## src/rtl/hazard_ctrl_mc_if.sv

```systemverilog
`default_nettype none
// ============================================================================
// Module   : hazard_ctrl_mc_if
// Purpose  : Decode-stage hazard interface. Carries the D-stage operand and
//            load information into the hazard unit, and the stall/bubble/freeze
//            controls and statistics back out.
// Signals  : d_valid, d_src_addr, d_src_used, d_memread, d_dst_reg,
//            ex_flush, mem_busy          (master -> slave)
//            stall, bubble, freeze, hazard_src, stall_cnt (slave -> master)
// Revision : 1.0 - initial release
// ============================================================================
interface hazard_ctrl_mc_if #(
   parameter int REG_ADDR = 5,
   parameter int NUM_SRC  = 2,
   parameter int CNT_W    = 16
);
   logic                         d_valid;
   logic [NUM_SRC*REG_ADDR-1:0]  d_src_addr;
   logic [NUM_SRC-1:0]           d_src_used;
   logic                         d_memread;
   logic [REG_ADDR-1:0]          d_dst_reg;
   logic                         ex_flush;
   logic                         mem_busy;
   logic                         stall;
   logic                         bubble;
   logic                         freeze;
   logic [NUM_SRC-1:0]           hazard_src;
   logic [CNT_W-1:0]             stall_cnt;

   modport master (
      output d_valid, d_src_addr, d_src_used, d_memread, d_dst_reg, ex_flush, mem_busy,
      input  stall, bubble, freeze, hazard_src, stall_cnt
   );

   modport slave (
      input  d_valid, d_src_addr, d_src_used, d_memread, d_dst_reg, ex_flush, mem_busy,
      output stall, bubble, freeze, hazard_src, stall_cnt
   );
endinterface
`default_nettype wire

```

## src/rtl/hazard_ctrl_mc.sv

```systemverilog
`default_nettype none
// ============================================================================
// Module   : hazard_ctrl_mc
// Purpose  : Multi-cycle load-use hazard unit. Tracks loads for LOAD_LAT
//            cycles after they leave D and stalls a dependent D instruction
//            until the load result becomes forwardable. Filters r0, honours
//            branch flushes, freezes the whole pipe while memory is busy and
//            keeps a saturating count of stall cycles.
// Ports    : clk       - clock, rising edge
//            rst_n     - asynchronous active-low reset
//            hz        - hazard_ctrl_mc_if.slave (D-stage inputs, controls out)
// Revision : 1.0 - initial release
// ============================================================================
module hazard_ctrl_mc #(
   parameter int REG_ADDR = 5,
   parameter int NUM_SRC  = 2,
   parameter int LOAD_LAT = 1,
   parameter int CNT_W    = 16
) (
   input  wire logic          clk,
   input  wire logic          rst_n,
   hazard_ctrl_mc_if.slave    hz
);

   localparam logic [CNT_W-1:0] c_CNT_MAX = '1;

   // Tracker: entry 0 is the youngest load; entry LOAD_LAT-1 retires next.
   logic [LOAD_LAT-1:0]                r_v;
   logic [LOAD_LAT-1:0][REG_ADDR-1:0]  r_dst;
   logic [CNT_W-1:0]                   r_stall_cnt;

   logic [NUM_SRC-1:0]                 w_match;
   logic [NUM_SRC-1:0]                 w_hazard;
   logic                               w_stall;
   logic                               w_push;

   for (genvar i = 0; i < NUM_SRC; i++) begin : g_src
      logic [REG_ADDR-1:0] w_src;
      logic [LOAD_LAT-1:0] w_hit;

      assign w_src = hz.d_src_addr[i*REG_ADDR +: REG_ADDR];

      for (genvar k = 0; k < LOAD_LAT; k++) begin : g_ent
         assign w_hit[k] = r_v[k] & (r_dst[k] == w_src);
      end

      // r0 is hard-wired zero, so it never depends on a load.
      assign w_match[i] = hz.d_valid & hz.d_src_used[i] & (w_src != '0) & (|w_hit);
   end

   // mem_busy dominates everything, then a flush squashes the D instruction.
   assign w_hazard = w_match & {NUM_SRC{~hz.mem_busy & ~hz.ex_flush}};
   assign w_stall  = |w_hazard;

   // A stalled load stays in D and is only entered once its own stall clears.
   assign w_push = hz.d_valid & hz.d_memread & ~w_stall & ~hz.ex_flush &
                   (hz.d_dst_reg != '0);

   assign hz.hazard_src = w_hazard;
   assign hz.stall      = w_stall;
   assign hz.bubble     = w_stall;
   assign hz.freeze     = hz.mem_busy;
   assign hz.stall_cnt  = r_stall_cnt;

   always_ff @(posedge clk or negedge rst_n) begin
      if (!rst_n) begin
         r_v         <= '0;
         r_dst       <= '0;
         r_stall_cnt <= '0;
      end else if (!hz.mem_busy) begin
         for (int k = LOAD_LAT - 1; k > 0; k--) begin
            r_v[k]   <= r_v[k-1];
            r_dst[k] <= r_dst[k-1];
         end
         r_v[0]   <= w_push;
         r_dst[0] <= hz.d_dst_reg;
         if (w_stall && (r_stall_cnt != c_CNT_MAX)) begin
            r_stall_cnt <= r_stall_cnt + 1'b1;
         end
      end
   end

endmodule
`default_nettype wire

```

## src/flat_wrapper.sv

```systemverilog
// flat-port wrapper written by rule: the top's interface ports become plain ports
module hazard_ctrl_mc_flat 
#(
   parameter int REG_ADDR = 5,
   parameter int NUM_SRC  = 2,
   parameter int LOAD_LAT = 1,
   parameter int CNT_W    = 16
)
  (clk, rst_n, hz_d_valid, hz_d_src_addr, hz_d_src_used, hz_d_memread, hz_d_dst_reg, hz_ex_flush, hz_mem_busy, hz_stall, hz_bubble, hz_freeze, hz_hazard_src, hz_stall_cnt);
  hazard_ctrl_mc_if #(.REG_ADDR(REG_ADDR), .NUM_SRC(NUM_SRC), .CNT_W(CNT_W)) hz_i ();
  input  wire logic clk;
  input  wire logic rst_n;
  input wire logic [$bits(hz_i.d_valid)-1:0] hz_d_valid;
  input wire logic [$bits(hz_i.d_src_addr)-1:0] hz_d_src_addr;
  input wire logic [$bits(hz_i.d_src_used)-1:0] hz_d_src_used;
  input wire logic [$bits(hz_i.d_memread)-1:0] hz_d_memread;
  input wire logic [$bits(hz_i.d_dst_reg)-1:0] hz_d_dst_reg;
  input wire logic [$bits(hz_i.ex_flush)-1:0] hz_ex_flush;
  input wire logic [$bits(hz_i.mem_busy)-1:0] hz_mem_busy;
  output wire logic [$bits(hz_i.stall)-1:0] hz_stall;
  output wire logic [$bits(hz_i.bubble)-1:0] hz_bubble;
  output wire logic [$bits(hz_i.freeze)-1:0] hz_freeze;
  output wire logic [$bits(hz_i.hazard_src)-1:0] hz_hazard_src;
  output wire logic [$bits(hz_i.stall_cnt)-1:0] hz_stall_cnt;
  assign hz_i.d_valid = hz_d_valid;
  assign hz_i.d_src_addr = hz_d_src_addr;
  assign hz_i.d_src_used = hz_d_src_used;
  assign hz_i.d_memread = hz_d_memread;
  assign hz_i.d_dst_reg = hz_d_dst_reg;
  assign hz_i.ex_flush = hz_ex_flush;
  assign hz_i.mem_busy = hz_mem_busy;
  assign hz_stall = hz_i.stall;
  assign hz_bubble = hz_i.bubble;
  assign hz_freeze = hz_i.freeze;
  assign hz_hazard_src = hz_i.hazard_src;
  assign hz_stall_cnt = hz_i.stall_cnt;
  hazard_ctrl_mc #(.REG_ADDR(REG_ADDR), .NUM_SRC(NUM_SRC), .LOAD_LAT(LOAD_LAT), .CNT_W(CNT_W)) u_core (.clk(clk), .rst_n(rst_n), .hz(hz_i));
endmodule
```

## config.mk

```make
export PLATFORM = sky130hd
export DESIGN_NAME = hazard_ctrl_mc_flat
export DESIGN_NICKNAME = d
export VERILOG_FILES = /design/src/rtl/hazard_ctrl_mc_if.sv /design/src/rtl/hazard_ctrl_mc.sv /design/src/flat_wrapper.sv
export SDC_FILE = /design/constraint.sdc
export NUM_CORES = 1
export LEC_CHECK = 0
export BUFFER_PORTS_ARGS = -buffer_cell sky130_fd_sc_hd__clkbuf_2
export CAP_MARGIN = 10
export CORE_MARGIN = 2
export CORE_UTILIZATION = 52
export CTS_CLUSTER_DIAMETER = 150
export DETAILED_ROUTE_END_ITERATION = 12
export PLACE_DENSITY = 0.83
export SYNTH_ARGS = -nofsm -noshare
export SYNTH_HDL_FRONTEND = slang
export SYNTH_SLANG_ARGS = --single-unit
```

## constraint.sdc

```tcl
create_clock -name clk -period 2.85 [get_ports clk]
set_input_delay 0.285 -clock clk [delete_from_list [all_inputs] [get_ports clk]]
set_output_delay 0.285 -clock clk [all_outputs]
set_load 0.05 [all_outputs]
```

# --- Word-level counts from Yosys, hierarchy flattened ---
# Cells that the tools add are included.
word_totals:
  reg_bits: 22
  inputBits: 23
  output_inout_bits: 21
  word_cells: 30
classes:
  addsub: 1
  n_eq_ne: 3
  bitwise: 17
  reduce_logical: 6
op_table:
  columns: ["cell", "n"]
  rows:
  - ["16-bit by 1-bit adder with 16-bit output (second input constant)", 1]
  - ["16-bit != test (second input constant)", 1]
  - ["5-bit nonzero test", 3]
  - ["1-bit AND", 13]
  - ["5-bit == test", 2]
  - ["1-bit inverter", 3]
  - ["2-bit AND", 1]
  - ["2-bit AND reduction", 1]
  - ["2-bit OR reduction", 1]
  - ["1-bit logical AND", 1]

# --- Longest topological paths before layout ---
logic_depth:
  depth_word: 9
  depth_mapped: 8
  depth_no_buf: 7

# --- Worst setup path after synthesis ---
# Ideal clock, no wire load.
synth_timing:
  path_kind: "input -> output"
  start: "input port hz_mem_busy"
  end: "output port hz_stall"
  arrival_ns: 2.254
  required_time_ns: 2.565
  path_slack_ns: 0.311
  stages: 6
  n_path_buf: 2
  cell_sequence: "buf_6 -> and4bb_1 -> o2111ai_1 -> a211oi_2 -> or2_2 -> buf_4"
synth_between:
  elab_chain_cells: 4
synth_rtl:
  columns: ["item", "line_no", "source"]
  rows:
  - ["start: declaration", "flat_wrapper.sv:19", "input wire logic [$bits(hz_i.mem_busy)-1:0] hz_mem_busy;"]
  - ["1-bit inverter", "hazard_ctrl_mc.sv:52", "assign w_hazard = w_match & {NUM_SRC{~hz.mem_busy & ~hz.ex_flush}};"]
  - ["1-bit AND", "hazard_ctrl_mc.sv:52", null]
  - ["2-bit AND", "hazard_ctrl_mc.sv:52", null]
  - ["via hz_hazard_src[0]", "flat_wrapper.sv:23", "output wire logic [$bits(hz_i.hazard_src)-1:0] hz_hazard_src;"]
  - ["2-bit OR reduction", "hazard_ctrl_mc.sv:53", "assign w_stall = |w_hazard;"]
  - ["end: declaration", "flat_wrapper.sv:20", "output wire logic [$bits(hz_i.stall)-1:0] hz_stall;"]
# The timed path passes the listed nets, and every way through them passes these cells.

# --- Final worst setup path ---
layout_timing:
  start: "register u_core.r_stall_cnt[0] (netlist: u_core.hz.stall_cnt[0])"
  end: "register u_core.r_stall_cnt[11] (netlist: u_core.hz.stall_cnt[11])"
layout_between:
  elab_chain_cells: 3
  word_cells_on_any_way: 4
  cone_classes: "add/sub: 1; eq/ne: 1; reduce/logical: 2"
layout_rtl:
  columns: ["item", "line_no", "source"]
  rows:
  - ["start: declaration", "hazard_ctrl_mc.sv:30", "logic [CNT_W-1:0] r_stall_cnt;"]
  - ["start signal: assignment", "hazard_ctrl_mc.sv:78", "r_stall_cnt <= r_stall_cnt + 1'b1;"]
  - ["parallel branches: the longest is 3 deep, another holds 16-bit by 1-bit adder with 16-bit output", null, null]
# Several ways; the timed one is not identified.
# A chain may end at the register's enable or synchronous reset.

==> impl_metrics.tcl <==
set metrics [dict create \
    final_antenna_net_count 0 \
    fin_crit_ns 2.20 \
    yosys.area.top_type "dfrtp_1" \
    cts_hold_buf 1 \
    die_area_um2 2720 \
    grt_overflow 0 \
    cp_max_fo 9 \
    numPortBuffers 43 \
    root_buffer "clkbuf_4" \
    swShare_pct 24.1 \
    reg2reg_to "u_core.hz.stall_cnt[11]" \
    path_clk_slew_ns 0.11 \
    synth_async_sr_flop_share_pct 100 \
    hp-start "hz_d_dst_reg[2]" \
    max_freq_mhz 455 \
    initial_core_util_pct 54.9 \
    finalSetupTns_ns 0 \
    diodes 0 \
    ys_seq_area_share_pct 45.7 \
    drt_wl_total_um 2400 \
    fin_ws_ns 0.652 \
    yosysUniqueCellTypes 28 \
    post_cts_resized 0 \
    grt_max_degree 23 \
    cp.arrival_ns 2.43 \
    place.gp.congestion 0.761 \
    fin_cells 182 \
    num_rows 17 \
    drcViolationCount 0 \
    finalClockSkew_ns 0.00116 \
    ios 44 \
    setup_viol 0 \
    hold_violations 0 \
    die_h_um 52.1 \
    place_hpwl_um 1910 \
    num_vias 953 \
    synth_top_area_share_pct 45.7 \
    reg2reg_from "u_core.hz.stall_cnt[0]" \
    post-route-period-util_pct 77.1 \
    yosys-top-cells-area "dfrtp_1 46%, xor2_1 9.5%, xnor2_1 7.3%" \
    layout-drive-gt1-share_pct 42.9 \
    p_sw_mw 0.128 \
    netlist_area_um2 1200 \
    synth_fp_nets 134 \
    grt_pass1_vias 883 \
    cts_tree "done" \
    status "finished, final reports clean" \
    powerDensity_nw_per_um2 366 \
    path_class "register to register" \
    ys_warn_count 0 \
    pwr-share-clk_pct 25.5 \
    drt-initial-drc-count 7 \
    seq_power_share_pct 61.9 \
    area_delta_synth_final_pct 21.0 \
    power_mw 0.532 \
    r2r_cells 8 \
    cts_inserted_buffers 3 \
    routed_via_density 5.24 \
    rsz0062_at_grt "false" \
    yosysMostFrequentCell "dfrtp_1" \
    worstPathRequired_ns 3.08 \
    p_leak_nw 0.771 \
    min_delay_worst_endpoint "u_core.r_dst[2]" \
    core_um2 2190 \
    comb_power_share_pct 12.6 \
    dp_cells 178 \
    clk_latency_ns 0.30 \
    ys_ff_latch 22 \
    fillers 177 \
    slew_headroom_pct 63.9 \
    h-tree-depth 1 \
    hp-class "primary input to register" \
    clk_path_buf_depth 2 \
    synth_edf_count 0 \
    grt_pass1_wl_um 3760 \
    max_slew.worst_pin.slew_ns 0.541 \
    hold_depth 2 \
    antenna_found_initial 0 \
    nets 180 \
    r2r_slack_ns 0.65 \
    post_cts.repair.setup_buffers 0 \
    power.internal_mw 0.404 \
    cp-end-kind "register" \
    peakVddDrop_mv 0.283 \
    utilization_pct 66.5 \
    preCtsSetupSlack_ns 0.696 \
    maxCapViolCount 0 \
    yosys_most_used_dff "dfrtp_1" \
    synth_common_cells "22 x dfrtp_1, 13 x xor2_1, 10 x xnor2_1" \
    track_usage_pct 19.1 \
    die_w_um 52.1 \
    synthCells 110 \
    crit_path_start_kind "register" \
    first_pass_iters 4 \
    numClockSinks 22 \
    slew_violations 0 \
    syn_avg_cell_area_um2 10.9 \
    wl_per_cell_um 13.2 \
]
## metal layers
metal	GRT usage, %	part of all wire, %	up-vias
met3	2.59	4.2	2
li1	-	-	465
met4	7.89	0.67	0
met5	0	0	-
met1	24.3	43	461
met2	32.5	52	25
## critical path, stage by stage (launching register included)
cell and delay (ns):
dfrtp_1 0.46, ha_1 0.23, nand3_1 0.17, nor2_1 0.12
a41oi_1 0.32, o21ai_2 0.20, buf_4 0.22, nor3_1 0.25
xnor2_1 0.15
## power groups by stage
stage                     sequential, mW  clock [mW]  combinational, mW
final                              0.329       0.136             0.0672
after global placement             0.335           0             0.0646
after detailed placement           0.336           0             0.0673
after floorplan                    0.335           0             0.0382
after CTS                          0.329       0.138             0.0685
after global routing               0.330       0.154             0.0743
## kinds of logic after synthesis
logic type                 count (synthesis)  synth area share [%]
muxes                                      6                  5.61
DFF                                       22                  45.7
AOI/OAI and AO/OA                         10                  7.28
adders and majority gates                  1                  1.04
xor gates and xnor gates                  23                  16.7
and+or+nand+nor                           40                  19.2
buffers and inverters                      8                  4.37
## worst max path at each step
stage | cells after the start | end | slack, ns | from
floorplan | 6 | hz_stall | 0.31 | hz_mem_busy
global placement | 8 | u_core.hz.stall_cnt[11] | 0.76 | hz_mem_busy
detailed placement | 8 | u_core.hz.stall_cnt[13] | 0.70 | hz_mem_busy
CTS | 5 | hz_stall | 0.68 | u_core.r_dst[0]
global route | 8 | u_core.hz.stall_cnt[11] | 0.53 | u_core.hz.stall_cnt[0]
finish | 8 | u_core.hz.stall_cnt[11] | 0.65 | u_core.hz.stall_cnt[0]
## state kept, by name (all words and copies together) (netlist names)
name                 cells
u_core.r_dst             5
u_core.r_v               1
u_core.hz.stall_cnt     16
## area by class of cell
type                            count  area, um2  share of cell area, %
Sequential cell                    22        551                   37.8
Multi-Input combinational cell     80        601                   41.2
Clock buffer                        3       22.5                   1.55
Timing Repair Buffer               45        233                   16.0
Inverter                            4       15.0                   1.03
Tap cell                           28       35.0                   2.41
## cells in the final DEF, fill, tap and decap left out, types with 6 or more instances in the layout
| master | count |
|---|---|
| clkbuf_2 | 43 |
| nand3_1 | 6 |
| dfrtp_1 | 22 |
| xnor2_1 | 10 |
| nor2_2 | 7 |
| nand2_1 | 9 |
| mux2_2 | 6 |
| xor2_1 | 13 |
## metrics by stage
step | instance area [um2] | hold WS [ns]
2_1_floorplan | 1200 | -0.0106
4_1_cts | 1460 | 0.223
5_1_grt | 1460 | 0.210
3_3_place_gp | 1420 | 0.283
3_5_place_dp | 1420 | 0.292
6_report | 1460 | 0.227
(Power assumes the default switching activity.)
